$ cat config.mk
export PLATFORM = sky130hd
export DESIGN_NAME = onehot_decoder_stream_flat
export DESIGN_NICKNAME = d
export VERILOG_FILES = /design/src/rtl/onehot_dec_pkg.sv /design/src/rtl/onehot_decoder_stream_if.sv /design/src/rtl/dec_skid_buf.sv /design/src/rtl/onehot_decoder_stream.sv /design/src/flat_wrapper.sv
export SDC_FILE = /design/constraint.sdc
export NUM_CORES = 1
export LEC_CHECK = 0
export CAP_MARGIN = 25
export CORE_MARGIN = 3
export CORE_UTILIZATION = 27
export CTS_BUF_LIST = sky130_fd_sc_hd__clkbuf_4
export DETAILED_ROUTE_END_ITERATION = 8
export PLACE_DENSITY = 0.49
export SLEW_MARGIN = 20
export SYNTH_ARGS = -nofsm -noshare
export SYNTH_HDL_FRONTEND = slang
export SYNTH_SLANG_ARGS = --single-unit
$ cat constraint.sdc
create_clock -name clk_i -period 2.9 [get_ports clk_i]
set_input_delay 0.725 -clock clk_i [delete_from_list [all_inputs] [get_ports clk_i]]
set_output_delay 0.725 -clock clk_i [all_outputs]
set_load 0.03 [all_outputs]
$ cat src/rtl/onehot_dec_pkg.sv
// Shared constants and helpers for the streaming one-hot / thermometer / mask decoder.
package onehot_dec_pkg;

   localparam logic [1:0] MODE_ONEHOT = 2'b00;
   localparam logic [1:0] MODE_THERM  = 2'b01;
   localparam logic [1:0] MODE_ACCUM  = 2'b10;
   localparam logic [1:0] MODE_RSVD   = 2'b11;

   // Decoded word width for a given index width.
   function automatic int unsigned calc_out_w(input int unsigned in_w);
      return 32'd1 << in_w;
   endfunction

endpackage

$ cat src/rtl/onehot_decoder_stream_if.sv
// Valid/ready bus between index producer, decoder and coefficient storage.
interface onehot_decoder_stream_if #(
   parameter int unsigned IN_W  = 4,
   parameter int unsigned CNT_W = IN_W + 1
);
   import onehot_dec_pkg::*;

   localparam int unsigned OUT_W = calc_out_w(IN_W);

   logic             in_valid;
   logic             in_ready;
   logic [IN_W-1:0]  in_idx;
   logic             in_last;
   logic [1:0]       mode;
   logic             out_valid;
   logic             out_ready;
   logic [OUT_W-1:0] out_word;
   logic [CNT_W-1:0] out_cnt;

   // Environment side: drives beats in, consumes words out.
   modport master (
      output in_valid, in_idx, in_last, mode, out_ready,
      input  in_ready, out_valid, out_word, out_cnt
   );

   // Decoder side.
   modport slave (
      input  in_valid, in_idx, in_last, mode, out_ready,
      output in_ready, out_valid, out_word, out_cnt
   );

endinterface

$ cat src/rtl/dec_skid_buf.sv
// Two-entry output stage (main + skid register) with registered ready; strictly FIFO.
module dec_skid_buf #(
   parameter int unsigned W = 21
) (
   input  logic         clk_i,
   input  logic         rst_ni,
   input  logic         push_i,
   input  logic [W-1:0] data_i,
   output logic         ready_o,
   output logic         valid_o,
   input  logic         pop_ready_i,
   output logic [W-1:0] data_o
);

   logic         main_v_q, main_v_d;
   logic [W-1:0] main_q, main_d;
   logic         skid_v_q, skid_v_d;
   logic [W-1:0] skid_q, skid_d;
   logic         ready_q, ready_d;
   logic         main_free;

   // Main accepts whenever it is empty or draining; skid only catches a stalled push.
   always_comb begin
      main_v_d  = main_v_q;
      main_d    = main_q;
      skid_v_d  = skid_v_q;
      skid_d    = skid_q;
      main_free = !main_v_q || pop_ready_i;
      if (main_free) begin
         if (skid_v_q) begin
            main_v_d = 1'b1;
            main_d   = skid_q;
            skid_v_d = push_i;
            if (push_i) begin
               skid_d = data_i;
            end
         end else begin
            main_v_d = push_i;
            if (push_i) begin
               main_d = data_i;
            end
         end
      end else if (push_i) begin
         skid_v_d = 1'b1;
         skid_d   = data_i;
      end
      ready_d = !skid_v_d;
   end

   always_ff @(posedge clk_i or negedge rst_ni) begin
      if (!rst_ni) begin
         main_v_q <= 1'b0;
         main_q   <= '0;
         skid_v_q <= 1'b0;
         skid_q   <= '0;
         ready_q  <= 1'b0;
      end else begin
         main_v_q <= main_v_d;
         main_q   <= main_d;
         skid_v_q <= skid_v_d;
         skid_q   <= skid_d;
         ready_q  <= ready_d;
      end
   end

   assign ready_o = ready_q;
   assign valid_o = main_v_q;
   assign data_o  = main_q;

endmodule

$ cat src/rtl/onehot_decoder_stream.sv
// Registered index decoder: one-hot, thermometer, or OR-accumulated group masks
// with a beat count, behind a two-entry skid buffer.
module onehot_decoder_stream
   import onehot_dec_pkg::*;
#(
   parameter int unsigned IN_W  = 4,
   parameter int unsigned CNT_W = IN_W + 1
) (
   input  logic                    clk_i,
   input  logic                    rst_ni,
   onehot_decoder_stream_if.slave  bus
);

   localparam int unsigned OUT_W = calc_out_w(IN_W);
   localparam int unsigned PW    = OUT_W + CNT_W;
   localparam logic [CNT_W-1:0] CNT_MAX = '1;
   localparam logic [CNT_W-1:0] CNT_ONE = CNT_W'(1);

   logic [OUT_W-1:0] mask_q, mask_d;
   logic [CNT_W-1:0] cnt_q, cnt_d;
   logic [OUT_W-1:0] onehot_w, therm_w, mask_next, word;
   logic [CNT_W-1:0] cnt_inc, word_cnt;
   logic             in_ready, accept, produce;
   logic [PW-1:0]    skid_out;

   assign accept = bus.in_valid && in_ready;

   // Per-beat decodes; the counter saturates instead of wrapping.
   always_comb begin
      onehot_w  = OUT_W'(1) << bus.in_idx;
      therm_w   = ~({OUT_W{1'b1}} << bus.in_idx << 1);
      mask_next = mask_q | onehot_w;
      cnt_inc   = (cnt_q == CNT_MAX) ? cnt_q : cnt_q + CNT_ONE;
   end

   // Only accumulate beats touch the group state; other modes pass straight through.
   always_comb begin
      mask_d   = mask_q;
      cnt_d    = cnt_q;
      produce  = 1'b0;
      word     = onehot_w;
      word_cnt = CNT_ONE;
      if (accept) begin
         case (bus.mode)
            MODE_THERM: begin
               produce = 1'b1;
               word    = therm_w;
            end
            MODE_ACCUM: begin
               word     = mask_next;
               word_cnt = cnt_inc;
               if (bus.in_last) begin
                  produce = 1'b1;
                  mask_d  = '0;
                  cnt_d   = '0;
               end else begin
                  mask_d = mask_next;
                  cnt_d  = cnt_inc;
               end
            end
            default: begin
               produce = 1'b1;
            end
         endcase
      end
   end

   always_ff @(posedge clk_i or negedge rst_ni) begin
      if (!rst_ni) begin
         mask_q <= '0;
         cnt_q  <= '0;
      end else begin
         mask_q <= mask_d;
         cnt_q  <= cnt_d;
      end
   end

   dec_skid_buf #(
      .W(PW)
   ) u_skid (
      .clk_i       (clk_i),
      .rst_ni      (rst_ni),
      .push_i      (produce),
      .data_i      ({word, word_cnt}),
      .ready_o     (in_ready),
      .valid_o     (bus.out_valid),
      .pop_ready_i (bus.out_ready),
      .data_o      (skid_out)
   );

   assign bus.in_ready = in_ready;
   assign bus.out_word = skid_out[PW-1:CNT_W];
   assign bus.out_cnt  = skid_out[CNT_W-1:0];

endmodule

$ cat src/flat_wrapper.sv
// flat-port wrapper written by rule: the top's interface ports become plain ports
module onehot_decoder_stream_flat import onehot_dec_pkg::*;
#(
   parameter int unsigned IN_W  = 4,
   parameter int unsigned CNT_W = IN_W + 1
)
  (clk_i, rst_ni, bus_in_valid, bus_in_idx, bus_in_last, bus_mode, bus_out_ready, bus_in_ready, bus_out_valid, bus_out_word, bus_out_cnt);
  onehot_decoder_stream_if #(.IN_W(IN_W), .CNT_W(CNT_W)) bus_i ();
  input  logic clk_i;
  input  logic rst_ni;
  input wire logic [$bits(bus_i.in_valid)-1:0] bus_in_valid;
  input wire logic [$bits(bus_i.in_idx)-1:0] bus_in_idx;
  input wire logic [$bits(bus_i.in_last)-1:0] bus_in_last;
  input wire logic [$bits(bus_i.mode)-1:0] bus_mode;
  input wire logic [$bits(bus_i.out_ready)-1:0] bus_out_ready;
  output wire logic [$bits(bus_i.in_ready)-1:0] bus_in_ready;
  output wire logic [$bits(bus_i.out_valid)-1:0] bus_out_valid;
  output wire logic [$bits(bus_i.out_word)-1:0] bus_out_word;
  output wire logic [$bits(bus_i.out_cnt)-1:0] bus_out_cnt;
  assign bus_i.in_valid = bus_in_valid;
  assign bus_i.in_idx = bus_in_idx;
  assign bus_i.in_last = bus_in_last;
  assign bus_i.mode = bus_mode;
  assign bus_i.out_ready = bus_out_ready;
  assign bus_in_ready = bus_i.in_ready;
  assign bus_out_valid = bus_i.out_valid;
  assign bus_out_word = bus_i.out_word;
  assign bus_out_cnt = bus_i.out_cnt;
  onehot_decoder_stream #(.IN_W(IN_W), .CNT_W(CNT_W)) u_core (.clk_i(clk_i), .rst_ni(rst_ni), .bus(bus_i));
endmodule
==> results.json, run 1 <==
{
  "drc_errors": 0,
  "yosys-top-cells-area": "dfrtp_1, o21ai_0, nand2_1, nand3_1, a21oi_1",
  "ios": 34,
  "synthFlopType": "dfrtp_1",
  "fin_util": 0.338,
  "crit_family": "buffers and inverters",
  "power.switching_mw": 1.17,
  "regArea_um2": 1650,
  "yosysTopAreaCell": "dfrtp_1",
  "grt_max_degree": 67,
  "hold_buffers": 0,
  "power.internal_mw": 1.73,
  "synth_nets": 371,
  "firstDrtPassIters": 4,
  "required_ns": 2.17,
  "p_seq_frac": 0.441,
  "vias": 2783,
  "ys_async_sr_fraction": 1.00,
  "rsz0062_at_grt": "no",
  "multiInputGateArea_um2": 1630,
  "cap_violations": 0,
  "final_nets": 405,
  "critPathBufInv": 1,
  "vdd.ir_drop.worst_uv": 263,
  "setup_tns_ns": 0,
  "yosysTopAreaCellShare": 0.474,
  "synth-seq-cells": 66,
  "insertion_delay_ns": 0.43,
  "antenna_cells": 0,
  "track_usage": 0.132,
  "cpPeakStageDelay_ns": 0.75,
  "critPathMaxFanout": 10,
  "hold_violations": 0,
  "grt_pass1_vias": 2739,
  "wirelength_mm": 9.00,
  "power_frac_clock": 0.193,
  "nFillCells": 1321,
  "routedWlPerCell_um": 16.0,
  "crit_chain": "clkdlybuf4s50_1",
  "hp-class": "in2async",
  "post_drt_via_cell_ratio": 4.93,
  "relSlewSlack": 0.658,
  "synth_edf_count": 0,
  "antenna_found_initial": 0,
  "area_growth_pct": 19.5,
  "grt-ovfl-total": 0,
  "worst_setup_path_end_kind": "output pin",
  "cts_tree": "built",
  "path_clk_slew_ns": 0.14,
  "drive_above_1_share": 0.162,
  "routabilityCongestion": 0.792,
  "synth_cell_types": 57,
  "h-tree-depth": 3,
  "numCtsBuffers": 9,
  "dp_hpwl_mm": 6.17,
  "die_w_um": 120,
  "leakagePower_nw": 1.73,
  "cts_setup_buffers": 0,
  "finalCritPeriodShare": 0.867,
  "max_freq_mhz": 398,
  "grt_pass1_wl_mm": 15.2,
  "yosysWarnings": 0,
  "cp.arrival_ns": 1.79,
  "pwr_density_cell_nw_per_um2": 697,
  "worstMarginPinSlew_ns": 0.506,
  "synth_seq_area_share": 0.474,
  "cp_slowest_cell": "clkdlybuf4s50_1",
  "sw_frac_of_total": 0.404,
  "fp.coreArea_um2": 12300,
  "setup-violations-final": 0,
  "die_y_um": 120,
  "netlist_instances": 357,
  "cts_root_buf": "clkbuf_4",
  "initial_core_util": 0.283,
  "cp-start-kind": "register",
  "p_comb_frac": 0.366,
  "status": "completed",
  "slew_viol_final": 0,
  "rows": 40,
  "clockBufferDepth": 2,
  "post-route-min-period_ns": 2.51,
  "die-area_um2": 14300,
  "clkSinkCount": 66,
  "portBuffers": 33,
  "avgSynthCellArea_um2": 9.75,
  "cts_resized": 0,
  "fin_skew_ns": 0.0225,
  "drt_iter0_drc": 232,
  "crit_type": "reg2out",
  "antenna_left": 0,
  "syn_area_um2": 3480
}
worst paths after layout:
path                       slack, ns  cells past startpoint                                 start                              endpoint
hold reg to reg                 0.50                      2  u_core.u_skid.skid_q[17]$_DFFE_PN0P_  u_core.u_skid.skid_q[17]$_DFFE_PN0P_
setup / recovery                0.39                      1       u_core.u_skid.ready_o$_DFF_PN0_                          bus_in_ready
hold / removal                  0.28                      2                                rst_ni          u_core.mask_q[5]$_DFFE_PN0P_
min in group clk_i              0.50                      2  u_core.u_skid.skid_q[17]$_DFFE_PN0P_  u_core.u_skid.skid_q[17]$_DFFE_PN0P_
max in group asynchronous       2.29                      2                                rst_ni  u_core.u_skid.skid_q[11]$_DFFE_PN0P_
setup reg to reg                1.06                      5           u_core.cnt_q[0]$_DFFE_PN0P_   u_core.u_skid.data_o[2]$_DFFE_PN0P_
cell type report:
type / count / area share
sequential: 66 / 0.397
multi-input combinational: 253 / 0.390
timing repair buffer: 56 / 0.129
tap: 168 / 0.0505
clock buffer: 9 / 0.0162
clock inverter: 7 / 0.0129
inverter: 5 / 0.00451
cell usage in the layout, fill, tap and decap left out, types with 4 or more instances in the layout:
| master | instances |
|---|---|
| clkdlybuf4s50_1 | 32 |
| a22oi_1 | 4 |
| clkbuf_4 | 9 |
| o22a_1 | 7 |
| and3_1 | 5 |
| buf_4 | 20 |
| o21ai_0 | 45 |
| inv_1 | 5 |
| nor2_1 | 25 |
| dfrtp_1 | 66 |
| o211ai_1 | 13 |
| o21ai_1 | 7 |
| a21oi_1 | 20 |
| nand3_1 | 22 |
| mux2_2 | 4 |
| nor3_1 | 5 |
| nand2_1 | 32 |
power by group through the flow:
stage | Sequential [mW] | Clock, mW | Combinational, mW
after floorplan | 1.43 | 0 | 0.518
after global placement | 1.29 | 0 | 1.06
after detailed placement | 1.30 | 0 | 1.07
after CTS | 1.28 | 0.592 | 1.07
after global routing | 1.31 | 0.630 | 1.16
final | 1.28 | 0.560 | 1.06
layer usage:
metal	GRT usage	wire [µm]	part of all wire	vias to the layer above
li1	-	-	-	1372
met1	0.204	4780	0.53	1346
met2	0.184	3770	0.42	54
met3	0.0236	326	0.036	11
met4	0.0451	126	0.014	0
met5	0	0	0	-
registers in the layout, indices dropped and copies added (netlist names):
signal                  flops
u_core.cnt_q                5
u_core.mask_q              16
u_core.u_skid.data_o       21
u_core.u_skid.ready_o       1
u_core.u_skid.skid_q       21
u_core.u_skid.skid_v_q      1
u_core.u_skid.valid_o       1
cell families after synthesis:
group | share of synthesized area
AOI/OAI and AO/OA | 0.248
xor gates and xnor gates | 0.00755
adders and majority gates | 0.0108
buffers and inverters | 0.0607
DFF | 0.474
muxes | 0.0187
and+or+nand+nor | 0.180
synth_stat cells (3+ instances only):
cell type  count
dfrtp_1       66
o21ai_0       45
nand2_1       32
nor2_1        25
nand3_1       22
a21oi_1       20
clkbuf_1      13
o211ai_1      13
buf_2         10
o21ai_1        7
o22a_1         7
and3_1         5
buf_4          5
buf_6          5
inv_1          5
nor3_1         5
a22oi_1        4
mux2_2         4
a2bb2o_2       3
a32oi_1        3
and4bb_2       3
ha_1           3
nand2b_1       3
o211ai_2       3
o22ai_1        3
stage by stage:
stage / instance area (µm²) / instances / setup WS [ns] / power, mW / hold slack [ns]
after floorplan: 3480 / 357 / 0.839 / 1.95 / 0.429
after CTS: 4160 / 564 / 0.365 / 2.95 / 0.289
after global placement: 4040 / 548 / 0.177 / 2.36 / 0.460
after global routing: 4160 / 564 / 0.296 / 3.11 / 0.313
final: 4160 / 564 / 0.387 / 2.90 / 0.283
after detailed placement: 4040 / 548 / 0.172 / 2.37 / 0.471
(Power assumes the default switching activity.)
==> run 2: changes to the inputs <==
--- a/config.mk
+++ b/config.mk
@@ -5,12 +5,13 @@
 export SDC_FILE = /design/constraint.sdc
 export NUM_CORES = 1
 export LEC_CHECK = 0
+export ABC_CLOCK_PERIOD_IN_PS = 2900
 export CAP_MARGIN = 25
 export CORE_MARGIN = 3
-export CORE_UTILIZATION = 27
+export CORE_UTILIZATION = 41
 export CTS_BUF_LIST = sky130_fd_sc_hd__clkbuf_4
 export DETAILED_ROUTE_END_ITERATION = 8
-export PLACE_DENSITY = 0.49
+export PLACE_DENSITY = 0.66
 export SLEW_MARGIN = 20
 export SYNTH_ARGS = -nofsm -noshare
 export SYNTH_HDL_FRONTEND = slang
==> run 2 against run 1 <==
- via count up 0.57%
- critical path depth unchanged
- non-clock buffer count down 1
- critical path type unchanged
- largest power group unchanged
==> results.json, run 2 (synthesis gave the netlist of run 1 again) <==
{
  "drt_iter0_drc": 137,
  "drc_errors": 0,
  "portBuffers": 33,
  "pwr_density_cell_nw_per_um2": 700,
  "holdWs_ns": 0.172,
  "cts_root_buf": "clkbuf_4",
  "crit_chain": "clkdlybuf4s50_1",
  "die_y_um": 98.2,
  "cts_resized": 0,
  "cap_violations": 0,
  "antenna_found_initial": 0,
  "cts_setup_buffers": 0,
  "max_freq_mhz": 409,
  "setup-violations-final": 0,
  "grt_pass1_vias": 2659,
  "grt_pass1_wl_mm": 14.0,
  "clkSinkCount": 66,
  "final_nets": 404,
  "setup_tns_ns": 0,
  "grt-ovfl-total": 0,
  "worst_setup_path_end_kind": "output pin",
  "totalPowerFinal_mw": 2.82,
  "die-area_um2": 9630,
  "fp.coreArea_um2": 7970,
  "ios": 34,
  "numCtsBuffers": 9,
  "mostFrequentLayoutCell": "dfrtp_1",
  "antenna_left": 0,
  "cp.arrival_ns": 1.72,
  "firstDrtPassIters": 4,
  "rsz0062_at_grt": "no",
  "drive_above_1_share": 0.154,
  "critPathBufInv": 1,
  "clockBufferDepth": 2,
  "hold_buffers": 0,
  "vias": 2799,
  "die_w_um": 98.2,
  "worstMarginPinSlew_ns": 0.934,
  "antenna_cells": 0,
  "routabilityCongestion": 0.844,
  "r2r_cells": 4,
  "cp_slowest_cell": "clkdlybuf4s50_1",
  "fin_skew_ns": 0.0113,
  "cp-start-kind": "register",
  "rr_startpoint": "u_core.u_skid.skid_v_q$_DFF_PN0_",
  "h-tree-depth": 3,
  "critPathMaxFanout": 10,
  "post-route-min-period_ns": 2.45,
  "initial_core_util": 0.437,
  "finalCritPeriodShare": 0.844,
  "crit_family": "buffers and inverters",
  "area_growth_pct": 15.5,
  "vdd.ir_drop.worst_uv": 249,
  "grt_max_degree": 31,
  "cpPeakStageDelay_ns": 0.74,
  "status": "completed",
  "regToRegEndpoint": "u_core.u_skid.data_o[3]$_DFFE_PN0P_",
  "cts_tree": "built",
  "fin_util": 0.505,
  "wirelength_mm": 8.27,
  "post_drt_via_cell_ratio": 5.63,
  "rows": 32,
  "hold_violations": 0,
  "final_cell_mix": "dfrtp_1, o21ai_0, nand2_1, clkdlybuf4s50_1, nor2_1",
  "insertion_delay_ns": 0.41,
  "relSlewSlack": 0.377,
  "hp-class": "in2async",
  "routedWlPerCell_um": 16.6,
  "leakagePower_nw": 1.71,
  "reg2reg_slack_ns": 1.05,
  "path_clk_slew_ns": 0.11,
  "slew_viol_final": 0,
  "track_usage": 0.179,
  "crit_type": "reg2out",
  "dp_slack_ns": 0.158,
  "finalWorstSetupSlack_ns": 0.452,
  "dp_hpwl_mm": 5.72,
  "required_ns": 2.17
}
run 2: report_power, final:
part           internal, mW  total (mW)  leakage [nW]  switching (mW)
sequential             1.13        1.30         0.891           0.171
combinational         0.414        1.01         0.762           0.600
clock                 0.179       0.506        0.0612           0.328
run 2: cell type report:
type                            count  area [µm²]
Clock buffer                       10        75.1
Clock inverter                      6        33.8
Fill cell                         775        3950
Inverter                            5        18.8
Multi-Input combinational cell    253        1630
Sequential cell                    66        1650
Tap cell                          102         128
Timing Repair Buffer               55         490
run 2: stage by stage:
stage               std cells  area (µm²)
floorplan                 357        3480
global placement          481        3910
detailed placement        481        3910
CTS                       497        4020
global route              497        4020
finish                    497        4020
run 2: worst max-delay path by stage:
| stage | startpoint | to | depth (start not counted) |
|---|---|---|---|
| 6_report | u_core.u_skid.ready_o$_DFF_PN0_ | bus_in_ready | 1 |
| 2_1_floorplan | bus_mode[0] | u_core.u_skid.data_o[11]$_DFFE_PN0P_ | 7 |
| 5_1_grt | u_core.u_skid.ready_o$_DFF_PN0_ | bus_in_ready | 1 |
| 3_3_place_gp | bus_mode[0] | u_core.u_skid.data_o[18]$_DFFE_PN0P_ | 8 |
| 3_5_place_dp | bus_mode[0] | u_core.u_skid.data_o[18]$_DFFE_PN0P_ | 8 |
| 4_1_cts | u_core.u_skid.ready_o$_DFF_PN0_ | bus_in_ready | 1 |
run 2: per-layer routing:
layer / track usage / vias up / wire, µm
met5: 0 / - / 0
met2: 0.258 / 60 / 3630
met4: 0.0504 / 0 / 78
met3: 0.0371 / 7 / 399
met1: 0.273 / 1360 / 4160
li1: - / 1372 / -
==> run 3: changes to the inputs <==
--- a/config.mk
+++ b/config.mk
@@ -5,13 +5,13 @@
 export SDC_FILE = /design/constraint.sdc
 export NUM_CORES = 1
 export LEC_CHECK = 0
-export ABC_CLOCK_PERIOD_IN_PS = 2900
+export ABC_CLOCK_PERIOD_IN_PS = 2100
 export CAP_MARGIN = 25
 export CORE_MARGIN = 3
 export CORE_UTILIZATION = 41
 export CTS_BUF_LIST = sky130_fd_sc_hd__clkbuf_4
 export DETAILED_ROUTE_END_ITERATION = 8
-export PLACE_DENSITY = 0.66
+export PLACE_DENSITY = 0.68
 export SLEW_MARGIN = 20
 export SYNTH_ARGS = -nofsm -noshare
 export SYNTH_HDL_FRONTEND = slang
==> constraint.sdc (replaced) <==
create_clock -name clk_i -period 2.1 [get_ports clk_i]
set_input_delay 0.525 -clock clk_i [delete_from_list [all_inputs] [get_ports clk_i]]
set_output_delay 0.525 -clock clk_i [all_outputs]
set_load 0.03 [all_outputs]
==> run 3 against run 2 <==
- count of clock-buffer cells in the layout shrank 1
- final cell count increased by 4.8%
- non-clock buffer count grew 24
- wire length up 3.3%
- global-route usage rose by 0.78 points
==> results.json, run 3 (synthesis gave the netlist of run 1 again) <==
{
  "status": "completed",
  "worst_setup_path_end_kind": "register",
  "grt-ovfl-total": 0,
  "worstMarginPinSlew_ns": 0.424,
  "cpPeakStageDelay_ns": 0.48,
  "grt_max_degree": 67,
  "finalWorstSetupSlack_ns": 0.0423,
  "clkSinkCount": 66,
  "post-route-min-period_ns": 2.06,
  "fin_util": 0.542,
  "dp_hpwl_mm": 6.09,
  "rsz0062_at_grt": "no",
  "final_cell_mix": "dfrtp_1, o21ai_0, buf_4, nand2_1, clkdlybuf4s50_1",
  "mostFrequentLayoutCell": "dfrtp_1",
  "cts_setup_buffers": 0,
  "crit_type": "in2reg",
  "fp.coreArea_um2": 7970,
  "firstDrtPassIters": 4,
  "vias": 2946,
  "final_nets": 428,
  "rr_startpoint": "u_core.cnt_q[0]$_DFFE_PN0P_",
  "fin_skew_ns": 0.0243,
  "r2r_cells": 5,
  "critPathMaxFanout": 11,
  "cts_root_buf": "clkbuf_4",
  "numCtsBuffers": 9,
  "wirelength_mm": 8.54,
  "die_y_um": 98.2,
  "pwr_density_cell_nw_per_um2": 941,
  "routabilityCongestion": 0.922,
  "initial_core_util": 0.437,
  "drt_iter0_drc": 216,
  "leakagePower_nw": 1.88,
  "clockBufferDepth": 2,
  "nFillCells": 717,
  "h-tree-depth": 3,
  "grt_pass1_vias": 2910,
  "relSlewSlack": 0.718,
  "ios": 34,
  "cap_violations": 0,
  "track_usage": 0.187,
  "finalCritPeriodShare": 0.980,
  "die_w_um": 98.2,
  "antenna_found_initial": 0,
  "critPathBufInv": 4,
  "cts_tree": "built",
  "insertion_delay_ns": 0.42,
  "crit_chain": "clkdlybuf4s50_1 > inv_1 > ha_1 > and3b_2 > buf_12 > a21o_1 > a22oi_1 > buf_4 > o211ai_1",
  "post_drt_via_cell_ratio": 5.65,
  "totalPowerFinal_mw": 4.07,
  "drc_errors": 0,
  "area_growth_pct": 24.1,
  "setup_tns_ns": 0,
  "holdWs_ns": 0.0940,
  "routedWlPerCell_um": 16.4,
  "cp.arrival_ns": 2.34,
  "portBuffers": 33,
  "setup-violations-final": 0,
  "max_freq_mhz": 486,
  "drive_above_1_share": 0.215,
  "grt_pass1_wl_mm": 14.6,
  "vdd.ir_drop.worst_uv": 307,
  "reg2reg_slack_ns": 0.28,
  "antenna_cells": 0,
  "hold_violations": 0,
  "die-area_um2": 9630,
  "regArea_um2": 1650,
  "multiInputGateArea_um2": 1640,
  "path_clk_slew_ns": 0.13,
  "slew_viol_final": 0,
  "rows": 32,
  "crit_family": "buffers and inverters",
  "cp_slowest_cell": "clkdlybuf4s50_1",
  "cp-start-kind": "input port",
  "hp-class": "in2async",
  "antenna_left": 0,
  "dp_slack_ns": -0.432,
  "required_ns": 2.38,
  "regToRegEndpoint": "u_core.u_skid.data_o[2]$_DFFE_PN0P_"
}
## run 3: worst register-to-register path, stage by stage, from the launching register on
cell	delay, ns
dfrtp_1	0.47
ha_1	0.27
and4_1	0.29
o21ai_0	0.29
o21ai_0	0.12
mux2_2	0.27
## run 3: repair_timing
action                                  4_1_cts  5_1_grt
pin swaps                                     0        1
endpoints found under the setup margin        1       10
hold buffers                                  0        0
gates resized for setup                       1        3
## run 3: stage by stage
| stage | std cells | area (µm²) |
|---|---|---|
| floorplan | 357 | 3480 |
| global placement | 505 | 4180 |
| detailed placement | 505 | 4180 |
| CTS | 521 | 4300 |
| global route | 521 | 4320 |
| finish | 521 | 4320 |
## run 3: how the worst max path moves through the flow
stage | slack, ns | to | startpoint | depth (start not counted)
after floorplan | 0.24 | u_core.u_skid.data_o[11]$_DFFE_PN0P_ | bus_mode[0] | 7
after global placement | -0.40 | u_core.u_skid.data_o[18]$_DFFE_PN0P_ | bus_mode[0] | 8
after detailed placement | -0.43 | u_core.u_skid.data_o[14]$_DFFE_PN0P_ | bus_mode[0] | 9
after CTS | 0.01 | u_core.u_skid.data_o[14]$_DFFE_PN0P_ | bus_mode[0] | 9
after global routing | 0.001 | u_core.u_skid.data_o[20]$_DFFE_PN0P_ | bus_mode[0] | 9
final | 0.04 | u_core.u_skid.data_o[20]$_DFFE_PN0P_ | bus_mode[0] | 9
## run 3: cell type report
type | count | area share
flip-flops and latches | 66 | 0.382
clock buffers | 9 | 0.0156
clock inverters | 7 | 0.0130
well taps | 102 | 0.0295
repair buffers | 79 | 0.175
multi-input cells | 253 | 0.380
inverters | 5 | 0.00434
## run 3: power breakdown
group	internal [mW]	leakage, nW	switching, mW	total, mW
Clock	0.250	0.0661	0.496	0.746
Combinational	0.647	0.921	0.895	1.54
Sequential	1.55	0.891	0.225	1.78
Total	2.45	1.88	1.62	4.07
## run 3: layer usage
layer  track usage  part of all wire  vias up
met4        0.0662             0.015        0
met2         0.284              0.46       73
met3        0.0364             0.048       12
met5             0                 0        -
li1              -                 -     1426
met1         0.267              0.48     1435
